## config.mk

```make
export PLATFORM = sky130hd
export DESIGN_NAME = multicycle_ctrl
export DESIGN_NICKNAME = d
export VERILOG_FILES = /design/src/rtl/mc_pkg.sv /design/src/rtl/alu_decoder.sv /design/src/rtl/multicycle_ctrl.sv
export SDC_FILE = /design/constraint.sdc
export NUM_CORES = 1
export LEC_CHECK = 0
export ABC_AREA = 0
export BUFFER_PORTS_ARGS = -buffer_cell sky130_fd_sc_hd__buf_2
export CAP_MARGIN = 20
export CORE_UTILIZATION = 25
export CTS_CLUSTER_SIZE = 16
export DETAILED_ROUTE_END_ITERATION = 10
export GPL_ROUTABILITY_DRIVEN = 0
export PLACE_DENSITY = 0.51
export SLEW_MARGIN = 20
export SYNTH_ARGS = -nofsm -noshare
export SYNTH_HDL_FRONTEND = slang
export SYNTH_HIERARCHICAL = 1
export SYNTH_SLANG_ARGS = --single-unit
```

## constraint.sdc

```tcl
create_clock -name clk -period 4.9 [get_ports clk]
set_input_delay 0.49 -clock clk [delete_from_list [all_inputs] [get_ports clk]]
set_output_delay 0.49 -clock clk [all_outputs]
set_load 0.005 [all_outputs]
```

## src/rtl/mc_pkg.sv

```systemverilog
// Shared encodings for the multicycle RV32I subset: FSM states, opcodes and
// every datapath select value driven by multicycle_ctrl.
package mc_pkg;

  typedef enum logic [3:0] {
    FETCH    = 4'd0,
    DECODE   = 4'd1,
    MEMADR   = 4'd2,
    MEMREAD  = 4'd3,
    MEMWB    = 4'd4,
    MEMWRITE = 4'd5,
    EXECR    = 4'd6,
    EXECI    = 4'd7,
    ALUWB    = 4'd8,
    BEQ      = 4'd9,
    JAL      = 4'd10
  } state_t;

  localparam logic [6:0] OP_LW    = 7'b0000011;
  localparam logic [6:0] OP_SW    = 7'b0100011;
  localparam logic [6:0] OP_RTYPE = 7'b0110011;
  localparam logic [6:0] OP_IALU  = 7'b0010011;
  localparam logic [6:0] OP_BEQ   = 7'b1100011;
  localparam logic [6:0] OP_JAL   = 7'b1101111;

  localparam logic [2:0] ALU_ADD = 3'b000;
  localparam logic [2:0] ALU_SUB = 3'b001;
  localparam logic [2:0] ALU_AND = 3'b010;
  localparam logic [2:0] ALU_OR  = 3'b011;
  localparam logic [2:0] ALU_SLT = 3'b101;

  localparam logic [1:0] ALUOP_ADD   = 2'b00;
  localparam logic [1:0] ALUOP_SUB   = 2'b01;
  localparam logic [1:0] ALUOP_FUNCT = 2'b10;

  localparam logic [1:0] IMM_I = 2'b00;
  localparam logic [1:0] IMM_S = 2'b01;
  localparam logic [1:0] IMM_B = 2'b10;
  localparam logic [1:0] IMM_J = 2'b11;

  localparam logic [1:0] RES_ALUOUT    = 2'b00;
  localparam logic [1:0] RES_DATA      = 2'b01;
  localparam logic [1:0] RES_ALURESULT = 2'b10;

  localparam logic [1:0] SRCA_PC    = 2'b00;
  localparam logic [1:0] SRCA_OLDPC = 2'b01;
  localparam logic [1:0] SRCA_RD1   = 2'b10;

  localparam logic [1:0] SRCB_RD2  = 2'b00;
  localparam logic [1:0] SRCB_IMM  = 2'b01;
  localparam logic [1:0] SRCB_FOUR = 2'b10;

endpackage

```

## src/rtl/alu_decoder.sv

```systemverilog
// Maps ALUOp plus instruction function fields to the ALU control code.
module alu_decoder
  import mc_pkg::*;
(
  input  logic [1:0] alu_op,
  input  logic [2:0] funct3,
  input  logic       funct7b5,
  input  logic       op5,
  output logic [2:0] alu_control
);

  always_comb begin
    // NOTE: default first so every path assigns the output and no latch is inferred.
    alu_control = ALU_ADD;
    case (alu_op)
      ALUOP_SUB: alu_control = ALU_SUB;
      ALUOP_FUNCT: begin
        case (funct3)
          // addi shares funct3 000 with sub, so only R-type (op5) can subtract
          3'b000:  alu_control = (funct7b5 & op5) ? ALU_SUB : ALU_ADD;
          3'b010:  alu_control = ALU_SLT;
          3'b110:  alu_control = ALU_OR;
          3'b111:  alu_control = ALU_AND;
          default: alu_control = ALU_ADD;
        endcase
      end
      default: alu_control = ALU_ADD;
    endcase
  end

endmodule

```

## src/rtl/multicycle_ctrl.sv

```systemverilog
// Moore control FSM for the multicycle RV32I subset datapath, with a
// mem_ready handshake that stalls fetch, load and store states.
module multicycle_ctrl
  import mc_pkg::*;
(
  input  logic       clk,
  input  logic       reset,
  input  logic [6:0] op,
  input  logic [2:0] funct3,
  input  logic       funct7b5,
  input  logic       zero,
  input  logic       mem_ready,
  output logic       pc_write,
  output logic       adr_src,
  output logic       mem_write,
  output logic       ir_write,
  output logic [1:0] result_src,
  output logic [1:0] alu_src_a,
  output logic [1:0] alu_src_b,
  output logic [2:0] alu_control,
  output logic [1:0] imm_src,
  output logic       reg_write,
  output logic       instr_done,
  output logic       illegal
);

  state_t     state, state_next;
  logic [1:0] alu_op;
  logic       branch, pc_update;
  logic       mem_write_c, ir_write_c, reg_write_c, instr_done_c, illegal_c;

  always_ff @(posedge clk or posedge reset) begin
    // NOTE: sequential state uses non-blocking assignment so every flop samples pre-edge values.
    if (reset) state <= FETCH;
    else       state <= state_next;
  end

  always_comb begin
    state_next   = state;
    alu_op       = ALUOP_ADD;
    branch       = 1'b0;
    pc_update    = 1'b0;
    adr_src      = 1'b0;
    mem_write_c  = 1'b0;
    ir_write_c   = 1'b0;
    reg_write_c  = 1'b0;
    instr_done_c = 1'b0;
    illegal_c    = 1'b0;
    result_src   = RES_ALUOUT;
    alu_src_a    = SRCA_PC;
    alu_src_b    = SRCB_RD2;
    case (state)
      FETCH: begin
        alu_src_b  = SRCB_FOUR;
        result_src = RES_ALURESULT;
        ir_write_c = mem_ready;
        pc_update  = mem_ready;
        if (mem_ready) state_next = DECODE;
      end
      DECODE: begin
        // precompute the branch/jump target into ALUOut
        alu_src_a = SRCA_OLDPC;
        alu_src_b = SRCB_IMM;
        case (op)
          OP_LW, OP_SW: state_next = MEMADR;
          OP_RTYPE:     state_next = EXECR;
          OP_IALU:      state_next = EXECI;
          OP_BEQ:       state_next = BEQ;
          OP_JAL:       state_next = JAL;
          default: begin
            state_next = FETCH;
            illegal_c  = 1'b1;
          end
        endcase
      end
      MEMADR: begin
        alu_src_a  = SRCA_RD1;
        alu_src_b  = SRCB_IMM;
        state_next = (op == OP_LW) ? MEMREAD : MEMWRITE;
      end
      MEMREAD: begin
        adr_src    = 1'b1;
        result_src = RES_ALUOUT;
        if (mem_ready) state_next = MEMWB;
      end
      MEMWB: begin
        result_src   = RES_DATA;
        reg_write_c  = 1'b1;
        instr_done_c = 1'b1;
        state_next   = FETCH;
      end
      MEMWRITE: begin
        adr_src      = 1'b1;
        mem_write_c  = 1'b1;
        instr_done_c = mem_ready;
        if (mem_ready) state_next = FETCH;
      end
      EXECR: begin
        alu_src_a  = SRCA_RD1;
        alu_src_b  = SRCB_RD2;
        alu_op     = ALUOP_FUNCT;
        state_next = ALUWB;
      end
      EXECI: begin
        alu_src_a  = SRCA_RD1;
        alu_src_b  = SRCB_IMM;
        alu_op     = ALUOP_FUNCT;
        state_next = ALUWB;
      end
      ALUWB: begin
        result_src   = RES_ALUOUT;
        reg_write_c  = 1'b1;
        instr_done_c = 1'b1;
        state_next   = FETCH;
      end
      BEQ: begin
        alu_src_a    = SRCA_RD1;
        alu_src_b    = SRCB_RD2;
        alu_op       = ALUOP_SUB;
        result_src   = RES_ALUOUT;
        branch       = 1'b1;
        instr_done_c = 1'b1;
        state_next   = FETCH;
      end
      JAL: begin
        // PC takes the target from ALUOut while OldPC+4 is computed for rd
        alu_src_a  = SRCA_OLDPC;
        alu_src_b  = SRCB_FOUR;
        result_src = RES_ALUOUT;
        pc_update  = 1'b1;
        state_next = ALUWB;
      end
      default: state_next = FETCH;
    endcase
  end

  always_comb begin
    imm_src = IMM_I;
    case (op)
      OP_SW:   imm_src = IMM_S;
      OP_BEQ:  imm_src = IMM_B;
      OP_JAL:  imm_src = IMM_J;
      default: imm_src = IMM_I;
    endcase
  end

  alu_decoder u_alu_decoder (
    .alu_op      (alu_op),
    .funct3      (funct3),
    .funct7b5    (funct7b5),
    .op5         (op[5]),
    .alu_control (alu_control)
  );

  // enables are suppressed while reset is held so nothing is written mid-reset
  assign pc_write   = ((branch & zero) | pc_update) & ~reset;
  assign ir_write   = ir_write_c   & ~reset;
  assign mem_write  = mem_write_c  & ~reset;
  assign reg_write  = reg_write_c  & ~reset;
  assign instr_done = instr_done_c & ~reset;
  assign illegal    = illegal_c    & ~reset;

endmodule

```

==> key figures, run 1 <==
Timing
  • Final setup vio count: 0
  • TNS Setup: 0 ps
  • Final Hold Violating Endpoints: 0
  • Worst rel slew slack: 55.13%
  • Skew final: 0.2230 ps
  • Final WS setup: 2130 ps
  • RSZ-0062 raised after global routing: no
  • Slew at the pin closest to its max-slew limit: 673.0 ps
  • Ratio of final minimum period to clock period: 56.54%
  • Final Max Tran Viols: 0
  • Fin crit period: 2770 ps
  • F_max: 0.3610 GHz

Power and ir drop
  • Pwr Density: 130.5 mW/mm2
  • LEAKAGE: 0.4044 nW
  • Worst vdd ir: 0.00005302 V

Detailed routing
  • Via count: 792
  • Via/cell ratio: 5.176
  • First-pass DRT Iterations: 4
  • Drt total wl: 1.942 mm
  • WL/cell: 12.69 um
  • DRC: 0
  • Detail Route Antenna Nets: 0
  • Initial drt markers: 18

Global routing
  • GRT overflow: 0
  • Initial antenna violation count: 0
  • Largest net degree at the start of global routing: 20
  • Vias in the first global route: 743
  • First-pass GRT wire length: 3.360 mm
  • Gr usage total: 13.32%

Clocking
  • Post_cts resized: 0
  • Clk sinks: 4
  • Hold_buf cts: 0
  • Post-CTS Setup Bufs: 0
  • Clock latency on the worst-skew pair: 230 ps
  • Number of CTS-inserted buffers: 3
  • CTS Buffer Depth: 2
  • Clk slew on worst S/H paths: 40 ps
  • CTS tree: done
  • Max H-tree Level: 1
  • Root buffer cell: clkbuf_4

Final layout
  • Top reg by flops: state
  • Max reg flops: 4
  • Commonest non-fill, non-tap cell in the layout: buf_2
  • Nets@finish: 141
  • Most frequent cells in the layout: 32 x buf_2, 9 x nor2_1, 7 x inv_1
  • Final core utilization: 33.12%
  • Ant diodes: 0
  • Regs by FF count: state: 4 flops
  • Layout area overhead: 24.79%
  • Layout cell share with drive strength beyond 1: 33.61%

Critical path
  • Crit Path Max Fanout: 19
  • CP Capture Point: alu_control[2]
  • R2R setup slack: 3340 ps
  • Worst path slowest cell: dfrtp_1
  • CP arrival: 2280 ps
  • Startpoint Class: register
  • Worst path max stage delay: 700 ps
  • R2r startpoint: state[2]
  • FF-to-FF path depth: 3
  • CP Class: register to output port
  • Crit path cell chain: nor2b_1, nand2_1, nor2_1, inv_1, ha_1, nor4b_1, buf_2
  • Critical R2R Capture: state[2]
  • Endpoint class of the critical path: output port
  • Crit path launch: state[0]
  • Worst endpoint required time: 4410 ps

Floorplanning
  • Io pins: 33
  • Die height: 56.11 um
  • Die Wd: 56.11 um
  • Full die area: 0.003148 mm2
  • FP Rows: 19
  • Starting Density: 26.54%
  • Core area: 0.002758 mm2

Place
  • HPWL Detailed: 1.473 mm
  • Post-Place Setup Slack: 2369 ps
  • I/O Buffers: 32

Synthesis
  • Syn Area/Cell: 7.787 um2
  • Syn nets: 111
  • Synthesized flop and latch total: 4
  • Yosys warnings: 6
  • Mapped Cells: 94
  • Mapped Area: 732.0 um2
  • Yosys cell types: 41
  • Register area share after synthesis: 13.68%

Status
  • Status: finished, final reports clean

Job
  • Max cap viols: 0

Min path
  • Hold Crit Class: input port to async pin
[final cells by class]
cell class / instances / area, um2
Fill cell: 314 / 1844
Clock buffer: 3 / 22.52
Sequential cell: 4 / 100.1
Timing Repair Buffer: 32 / 160.2
Tap cell: 31 / 38.79
Multi-Input combinational cell: 76 / 565.5
Inverter: 7 / 26.28
[worst min-delay path by stage]
stage	cells past startpoint	startpoint	end	slack [ps]
after floorplan	1	reset	state[0]	270
after global placement	2	reset	state[0]	440
after detailed placement	2	reset	state[2]	450
after CTS	2	reset	state[3]	200
after global routing	2	reset	state[2]	210
final	2	reset	state[2]	200
[power breakdown]
group / switching (mW) / internal (mW)
combinational: 0.0186 / 0.0205
clock: 0.0135 / 0.0274
sequential: 0.00515 / 0.0341
[critical path: cells and delay by family (launching register included)]
kind / cells / cell delay, ps
DFF: 1 / 700
buffers and inverters: 2 / 230
adders and majority gates: 1 / 330
and+or+nand+nor: 4 / 790
[cells by family after synthesis]
logic type	Yosys count	synth area share, %
simple gates	49	48.21
buf+inv	14	9.059
compound gates	22	22.05
xor+xnor	3	3.590
flops	4	13.68
fa+ha+maj	2	3.418
[synth_stat cells (all sizes together)]
cell type	instances	area, um2
o22ai	1	6.260
a21o	1	7.510
dfrtp	4	100.1
a22oi	2	15.01
a211o	1	8.760
nand2b	5	53.80
o2bb2ai	1	8.760
and3b	1	8.760
a32o	1	10.01
nor2b	6	37.54
and4b	1	11.26
inv	7	26.28
nor4b	3	41.29
o21ai	3	15.01
nor4bb	1	10.01
nor4	1	6.260
buf	7	40.03
a211oi	1	7.510
nor2	9	33.78
o32a	1	10.01
a31oi	1	6.260
or3	2	12.51
and3	2	12.51
nor3	3	15.01
nand4bb	2	22.52
nor3b	4	30.03
a32oi	1	8.760
xnor2	3	26.28
nand3	2	10.01
ha	2	25.02
or4	1	7.510
o21a	1	7.510
a221oi	1	15.01
a21oi	4	20.02
nand2	2	7.510
o211ai	2	15.01
and4	2	17.52
nand3b	2	15.01
[routing by layer]
metal	global-route usage, %	vias to the layer above	wire length (um)
met5	0	-	0
met4	5.226	0	26
met3	2.093	4	93
met2	20.75	27	854
met1	18.35	354	967
li1	-	407	-
[metrics by stage]
stage          cells  cell area [um2]  power [mW]  hold WS (ps)
6_report         153            913.4      0.1192         199.5
5_1_grt          153            913.4      0.1279         210.9
4_1_cts          153            913.4      0.1209         198.5
3_5_place_dp     150            890.9     0.07894         448.5
3_3_place_gp     150            890.9     0.07833         444.2
2_1_floorplan     94            732.0     0.06236         269.5
Power figures use the tool's default switching activity.
==> run 2: changes to the inputs <==
--- a/config.mk
+++ b/config.mk
@@ -5,14 +5,14 @@
 export SDC_FILE = /design/constraint.sdc
 export NUM_CORES = 1
 export LEC_CHECK = 0
-export ABC_AREA = 0
+export ABC_AREA = 1
 export BUFFER_PORTS_ARGS = -buffer_cell sky130_fd_sc_hd__buf_2
 export CAP_MARGIN = 20
 export CORE_UTILIZATION = 25
 export CTS_CLUSTER_SIZE = 16
 export DETAILED_ROUTE_END_ITERATION = 10
 export GPL_ROUTABILITY_DRIVEN = 0
-export PLACE_DENSITY = 0.51
+export PLACE_DENSITY = 0.55
 export SLEW_MARGIN = 20
 export SYNTH_ARGS = -nofsm -noshare
 export SYNTH_HDL_FRONTEND = slang
==> constraint.sdc (replaced) <==
create_clock -name clk -period 2.5 [get_ports clk]
set_input_delay 0.25 -clock clk [delete_from_list [all_inputs] [get_ports clk]]
set_output_delay 0.25 -clock clk [all_outputs]
set_load 0.005 [all_outputs]
==> run 2 against run 1 <==
  * Count of clock-buffer cells in the layout did not move
  * First-iteration DRC count shrank 33%
  * Die area decreased by 17%
==> key figures, run 2 <==
Timing
  • F_max: 0.4641 GHz
  • Slew at the pin closest to its max-slew limit: 335.8 ps
  • Skew final: 3.762 ps
  • TNS Setup: 0 ps
  • Fin crit period: 2155 ps
  • Worst rel slew slack: 77.61%
  • Final Max Tran Viols: 0
  • Ratio of final minimum period to clock period: 86.18%
  • Final setup vio count: 0
  • RSZ-0062 raised after global routing: no
  • Final Hold Violating Endpoints: 0

Critical path
  • CP dominant cell by count: inv_1
  • Crit-path leading delay family: buffers and inverters
  • Worst endpoint required time: 2250 ps
  • Worst path slowest cell: dfrtp_1
  • Crit Path Max Fanout: 6
  • Crit path cell chain: inv_2, nand2_4, inv_4, nand2_1, inv_1, inv_1, ha_1, inv_1, nand4_1, nor2_1, buf_2
  • CP bufs+invs: 6
  • CP Class: register to output port
  • Worst path max stage delay: 440 ps
  • Startpoint Class: register
  • Endpoint class of the critical path: output port
  • CP arrival: 1900 ps

Synthesis
  • Synth area leader: dfrtp_1
  • Register area share after synthesis: 16.49%
  • Share of the synthesized area in the top cell type: 16.49%
  • EDFF count, synth: 0
  • Yosys cell types: 22
  • Synthesized flop and latch total: 4
  • Largest cells by area after synthesis: dfrtp_1 16%, nand2_1 15%, inv_1 14%
  • Top-count cell post-synth: nand2_1
  • Top FF cell, synth: dfrtp_1
  • Yosys warnings: 6
  • Most frequent cells after synthesis: 24 x nand2_1, 22 x inv_1, 15 x nor2_1
  • Mapped Cells: 107
  • Fraction of registers with async set/reset: 100.0%
  • Syn Area/Cell: 5.671 um2
  • Syn nets: 124
  • Mapped Area: 606.8 um2

Final layout
  • Layout cell share with drive strength beyond 1: 32.39%
  • Ant diodes: 0
  • Commonest non-fill, non-tap cell in the layout: buf_2
  • Regs by FF count: state: 4 flops
  • Layout area overhead: 35.67%
  • Final core utilization: 36.52%
  • Max reg flops: 4
  • # fillers: 260
  • Top reg by flops: state
  • Nets@finish: 161
  • Most frequent cells in the layout: 32 x buf_2, 24 x nand2_1, 22 x inv_1

Job
  • Max cap viols: 0

Detailed routing
  • Met2 WL: 845 um
  • First-pass DRT Iterations: 4
  • DRC: 0
  • Detail Route Antenna Nets: 0
  • Drt total wl: 1.680 mm
  • Initial drt markers: 12
  • Via/cell ratio: 4.618
  • Wire length on met3: 85 um
  • Max Used Layer: met3
  • Via count: 785
  • WL/cell: 9.882 um
  • M1 WL: 749 um

Floorplanning
  • Full die area: 0.002628 mm2
  • Die Wd: 51.27 um
  • Core area: 0.002255 mm2
  • FP Rows: 17
  • Starting Density: 26.91%
  • Die height: 51.27 um
  • Io pins: 33

Status
  • Status: finished, final reports clean

Clocking
  • Root buffer cell: clkbuf_4
  • CTS tree: done
  • Clock latency on the worst-skew pair: 230 ps
  • Max H-tree Level: 1
  • CTS Buffer Depth: 2
  • Hold_buf cts: 1
  • Number of CTS-inserted buffers: 3
  • Post-CTS Setup Bufs: 0
  • Clk slew on worst S/H paths: 40 ps
  • Post_cts resized: 0
  • Clk sinks: 4

Global routing
  • Initial antenna violation count: 0
  • Vias in the first global route: 703
  • First-pass GRT wire length: 2.863 mm
  • GRT overflow: 0
  • Largest net degree at the start of global routing: 10
  • Gr usage total: 14.01%

Power and ir drop
  • LEAKAGE: 0.5377 nW
  • Pwr Density: 547.9 mW/mm2
  • Worst vdd ir: 0.0002329 V

Place
  • I/O Buffers: 32
  • HPWL Detailed: 1.426 mm

Min path
  • Hold Crit Class: input port to register
run 2: routing by layer:
layer	vias up	GRT usage (%)
met1	352	16.31
met5	-	0
met4	0	2.703
met3	0	2.679
li1	411	-
met2	22	26.32
run 2: cell families after synthesis:
| family | count (synthesis) | share of synthesized area, % |
|---|---|---|
| simple gates | 65 | 50.72 |
| flops | 4 | 16.50 |
| buf+inv | 26 | 17.73 |
| fa+ha+maj | 2 | 4.123 |
| compound gates | 10 | 10.93 |
run 2: area by class of cell:
cell class | instances | area, um2 | area share [%]
repair buffers | 33 | 170.2 | 20.67
flip-flops and latches | 4 | 100.1 | 12.16
multi-input cells | 77 | 399.1 | 48.48
inverters | 25 | 96.34 | 11.70
clock buffers | 3 | 22.52 | 2.736
well taps | 28 | 35.03 | 4.255
run 2: stage by stage:
stage	setup slack [ps]	hold WS [ps]	std cells	total power, mW	area (um2)
floorplan	819.0	24.52	107	0.2927	606.8
global placement	645.5	218.8	166	0.3656	790.8
detailed placement	587.4	220.3	166	0.3696	790.8
CTS	334.0	243.6	170	0.4539	823.3
global route	185.5	258.4	170	0.4971	823.3
finish	345.4	263.3	170	0.4511	823.3
run 2: worst paths after layout:
path | startpoint | endpoint | slack, ps | cells past startpoint
min reg2reg | state[1] | state[3] | 670 | 2
max | state[1] | alu_control[2] | 350 | 11
max in group asynchronous | reset | state[0] | 1800 | 3
min | mem_ready | state[2] | 260 | 2
min in group asynchronous | reset | state[3] | 510 | 3
max reg2reg | state[3] | state[2] | 1250 | 7
run 2: power breakdown:
| part | switching [mW] | leakage, nW | total (mW) | internal (mW) |
|---|---|---|---|---|
| Clock | 0.0256 | 0.0138 | 0.0792 | 0.0536 |
| Combinational | 0.162 | 0.470 | 0.269 | 0.107 |
| Sequential | 0.0274 | 0.0536 | 0.103 | 0.0756 |
